==> src/rtl/exec_cycle_controller.sv <==
// Multi-cycle FETCH/DECODE/EXECUTE/[MEMORY]/WRITEBACK sequencer that drives the PC control strobes.
// Optional macro FETCH_TIMEOUT_EN adds a sticky fault when an instruction fetch is never acknowledged.
module exec_cycle_controller #(
    parameter int unsigned PC_STEP       = 4,
    parameter int unsigned FETCH_TIMEOUT = 16
) (
    input  logic        clk,
    input  logic        reset_n,
    input  logic [31:0] pc_address,
    output logic        pc_write_en,
    output logic        pc_load,
    output logic [31:0] pc_new,
    output logic        imem_req,
    output logic [31:0] imem_addr,
    input  logic        imem_ack,
    input  logic [31:0] imem_rdata,
    output logic [31:0] instr,
    input  logic        branch_taken,
    input  logic [31:0] branch_target,
    input  logic        mem_op,
    input  logic        dmem_done,
    input  logic        halt,
    output logic [2:0]  stage,
    output logic        retired,
    output logic        fault
);

    typedef enum logic [2:0] {
        S_IDLE      = 3'd0,
        S_FETCH     = 3'd1,
        S_DECODE    = 3'd2,
        S_EXECUTE   = 3'd3,
        S_MEMORY    = 3'd4,
        S_WRITEBACK = 3'd5,
        S_HALT      = 3'd6,
        S_FAULT     = 3'd7
    } state_t;

    state_t      r_state;
    state_t      w_next;
    logic [31:0] r_instr;

    // NOTE: sequential state uses non-blocking assignments so every flop samples pre-edge values.
    always_ff @(posedge clk or negedge reset_n) begin
        if (!reset_n) begin
            r_state <= S_IDLE;
            r_instr <= '0;
        end else begin
            r_state <= w_next;
            if (r_state == S_FETCH && imem_ack) begin
                r_instr <= imem_rdata;
            end
        end
    end

`ifdef FETCH_TIMEOUT_EN
    localparam logic [7:0] TIMEOUT_LAST = 8'(FETCH_TIMEOUT - 1);
    logic [7:0] r_fetch_cnt;

    // Zero everywhere outside an unacknowledged FETCH, so each FETCH entry starts from 0.
    always_ff @(posedge clk or negedge reset_n) begin
        if (!reset_n) begin
            r_fetch_cnt <= '0;
        end else if (r_state == S_FETCH && !imem_ack) begin
            r_fetch_cnt <= r_fetch_cnt + 8'd1;
        end else begin
            r_fetch_cnt <= '0;
        end
    end
`else
    logic w_unused_timeout;
    assign w_unused_timeout = (FETCH_TIMEOUT == 0);
`endif

    // NOTE: every output and the next state get a default first, so no path through the case infers a latch.
    always_comb begin
        w_next      = r_state;
        pc_write_en = 1'b0;
        pc_load     = 1'b0;
        pc_new      = '0;
        imem_req    = 1'b0;
        imem_addr   = '0;
        retired     = 1'b0;
        fault       = 1'b0;
        case (r_state)
            S_IDLE: w_next = S_FETCH;
            S_FETCH: begin
                imem_req  = 1'b1;
                imem_addr = pc_address;
                if (imem_ack) begin
                    w_next = S_DECODE;
`ifdef FETCH_TIMEOUT_EN
                end else if (r_fetch_cnt == TIMEOUT_LAST) begin
                    w_next = S_FAULT;
`endif
                end
            end
            S_DECODE: w_next = S_EXECUTE;
            S_EXECUTE: begin
                pc_write_en = 1'b1;
                pc_load     = 1'b1;
                pc_new      = branch_taken ? branch_target : pc_address + 32'(PC_STEP);
                w_next      = mem_op ? S_MEMORY : S_WRITEBACK;
            end
            S_MEMORY: begin
                if (dmem_done) begin
                    w_next = S_WRITEBACK;
                end
            end
            S_WRITEBACK: begin
                retired = 1'b1;
                w_next  = halt ? S_HALT : S_FETCH;
            end
            S_HALT: w_next = S_HALT;
            S_FAULT: begin
`ifdef FETCH_TIMEOUT_EN
                fault = 1'b1;
`endif
                w_next = S_FAULT;
            end
        endcase
    end

    assign stage = r_state;
    assign instr = r_instr;

endmodule

==> config.mk <==
export PLATFORM = sky130hd
export DESIGN_NAME = exec_cycle_controller
export DESIGN_NICKNAME = d
export VERILOG_FILES = /design/src/rtl/exec_cycle_controller.sv
export SDC_FILE = /design/constraint.sdc
export NUM_CORES = 1
export LEC_CHECK = 0
export ABC_CLOCK_PERIOD_IN_PS = 8640
export BUFFER_PORTS_ARGS = -buffer_cell sky130_fd_sc_hd__buf_2
export CORE_MARGIN = 4
export CORE_UTILIZATION = 43
export DETAILED_ROUTE_END_ITERATION = 8
export PLACE_DENSITY = 0.86
export SLEW_MARGIN = 20
export SYNTH_ARGS = -nofsm -noshare
export SYNTH_HDL_FRONTEND = slang
export SYNTH_SLANG_ARGS = --single-unit
==> constraint.sdc <==
create_clock -name clk -period 8.64 [get_ports clk]
set_clock_uncertainty 0.15 [all_clocks]
set_input_delay 2.592 -clock clk [delete_from_list [all_inputs] [get_ports clk]]
set_output_delay 2.592 -clock clk [all_outputs]
set_load 0.01 [all_outputs]
==> metrics <==
final hold vios=0; most frequent cells in the layout=205 x buf_2, 35 x dfrtp_1, 34 x and2_1; max_cap viols=0; crit-path max FO=10; Yosys warning count=0; Die Span Y=86.7 µm; worst flop-to-flop path startpoint=stage[0]$_DFFE_PN0P_; crit path from=pc_address[2]; worst path required time=5900 ps; slew margin rel.=51.1%; DRT Pass-1 Iters=4; worst reg-to-reg path cell count=5; Inserted Clock Buffers=5; wire length per cell=15.1 µm; dpl hpwl=7150 µm; vias in the first global route=2,939; met3 routed WL=878 µm; Initial Util=44.7%; critical path type=in2out; Post-CTS Setup Bufs=0; CTS max path bufs=2; top layer in use=met4; GRT Overall Usage=22.7%; CTS tree=yes; max-slew violation total from the final report=0; synthesized area per cell=8.58 µm²; Layout area overhead=43.4%; peak supply drop=0.000191 V; Clock transition at path regs=60 ps; Critical Path Sink=pc_new[30]; Post-Syn Area=2660 µm²; Post-synth EDFFs=0; register bit total from synthesis=35; Critical Path End Type=output pin; Final Wtd Congestion=0.911; CP startpoint kind=input port; CTS sink count=35; Hold Path Origin=instr[17]$_DFFE_PN0P_; layout cell share with drive strength beyond 1=50.0%; CP arrival=4700 ps; dominant synthesized flop cell=dfrtp_1; Tcrit/Tclk final=86.1%; Core Region=5960 µm²; number of diodes=0; row cnt=28; gr ovfl total=0; Post-Layout Cell Count=577; Pwr Density=228 nW/µm²; IO Count=207; Post-CTS Resized=0; # nets final=605; Final min period=7440 ps; DR WL met2=4360 µm; HP Class=reg2reg; CTS HTree Levels=2; outcome=finished, final reports clean; placed insts=569; Post-Route WL=8730 µm; clk_lat worst skew=280 ps; Final TNS setup=0 ps; Worst-Margin Slew=734 ps; die area=7510 µm²; antenna violations before repair=0; via count=3,064; vias per cell=5.31; syn_nets=414; Residual DRC=0; cells after synthesis=310; first-pass GRT wire length=13,800 µm; Hold Buf Count CTS=0; post-synthesis sequential area ratio=32.9%; Final ANT Viol Nets=0; Initial DRC Count=132; Port Buf Inserts=205; post-synth cell types=39; final setup fails=0; Pleak=0.00195 µW; Max Fclk=0.134 GHz; reg2reg setup slack=6580 ps; die width=86.7 µm; largest net degree at the start of global routing=49; clk root buf=clkbuf_8; M1 WL=3310 µm; ys async rst share=100%; unrepaired setup endpoints after global routing=false; most common cell after layout, fill and taps aside=buf_2; reg2reg end=instr[18]$_DFFE_PN0P_
-- area by class of cell --
| type | count | area [µm²] |
|---|---|---|
| fill | 507 | 2140 |
| tap | 75 | 93.8 |
| inverter | 6 | 22.5 |
| clock inverter | 3 | 43.8 |
| timing repair buffer | 207 | 1040 |
| multi-input combinational | 246 | 1670 |
| sequential | 35 | 876 |
| clock buffer | 5 | 68.8 |
-- power by group --
| part | internal, µW | switching, µW | leakage, µW |
|---|---|---|---|
| Combinational | 209 | 229 | 0.00147 |
| Clock | 85.8 | 55.9 | 0.0000581 |
| Sequential | 243 | 47.8 | 0.000426 |
-- stage by stage --
stage / hold WS [ps] / cell area (µm²) / setup WS (ps) / power (µW) / utilization, %
2_1_floorplan: 401 / 2660 / 1540 / 535 / -
3_3_place_gp: 333 / 3690 / 1260 / 720 / 62.0
3_5_place_dp: 341 / 3690 / 1200 / 738 / 62.0
4_1_cts: 357 / 3810 / 1200 / 884 / 63.9
5_1_grt: 372 / 3810 / 1080 / 940 / 64.0
6_report: 351 / 3810 / 1200 / 871 / 64.0
-- layer usage --
layer	up-vias	global-route usage [%]
met5	-	0
met4	0	7.22
met3	14	3.90
met2	169	40.7
met1	1360	27.6
li1	1521	-
-- worst max-delay path, cell delays in order --
cell and delay, ps:
buf_2 120, ha_1 210, nand3_2 200, or4_1 700, or4_1 550, a31oi_1 170, buf_2 150
-- sequential cells by signal (all words and copies together) (netlist names) --
name   flops
instr     32
stage      3
-- cells by family after synthesis --
kind of cell    count (synthesis)  synth area share (%)
simple gates                  127                  27.9
mux                            35                  14.7
fa+ha+maj                       1                 0.470
other cells                     1                 0.141
xor+xnor                       11                  3.62
buf+inv                        29                  4.61
compound gates                 71                  15.6
flops                          35                  32.9
-- synthesized netlist by cell type (2+ instances only) --
master | n | area (µm²)
a211oi_1 | 4 | 30.0
a21oi_1 | 19 | 95.1
a311oi_1 | 4 | 35.0
a31oi_1 | 5 | 31.3
and2_1 | 34 | 213
and4_1 | 5 | 43.8
buf_2 | 5 | 25.0
buf_4 | 2 | 15.0
clkbuf_1 | 16 | 60.1
dfrtp_1 | 35 | 876
inv_1 | 6 | 22.5
mux2_2 | 32 | 360
mux2i_1 | 3 | 30.0
nand2_1 | 16 | 60.1
nand2b_1 | 3 | 18.8
nand3_1 | 9 | 45.0
nand4_1 | 8 | 50.1
nor2_1 | 14 | 52.6
nor2b_1 | 3 | 18.8
nor3_1 | 10 | 50.1
nor3b_1 | 2 | 15.0
nor4_1 | 4 | 25.0
o21ai_0 | 30 | 150
o31a_1 | 2 | 17.5
o31ai_1 | 4 | 30.0
or3_1 | 7 | 43.8
or4_1 | 7 | 52.6
xnor2_1 | 9 | 78.8
xor2_1 | 2 | 17.5
-- worst min-delay path by stage --
stage | cells past startpoint | to
global route | 1 | instr[13]$_DFFE_PN0P_
finish | 1 | instr[17]$_DFFE_PN0P_
CTS | 1 | instr[17]$_DFFE_PN0P_
detailed placement | 1 | instr[6]$_DFFE_PN0P_
global placement | 1 | instr[2]$_DFFE_PN0P_
floorplan | 1 | instr[10]$_DFFE_PN0P_
Power figures use the tool's default switching activity.
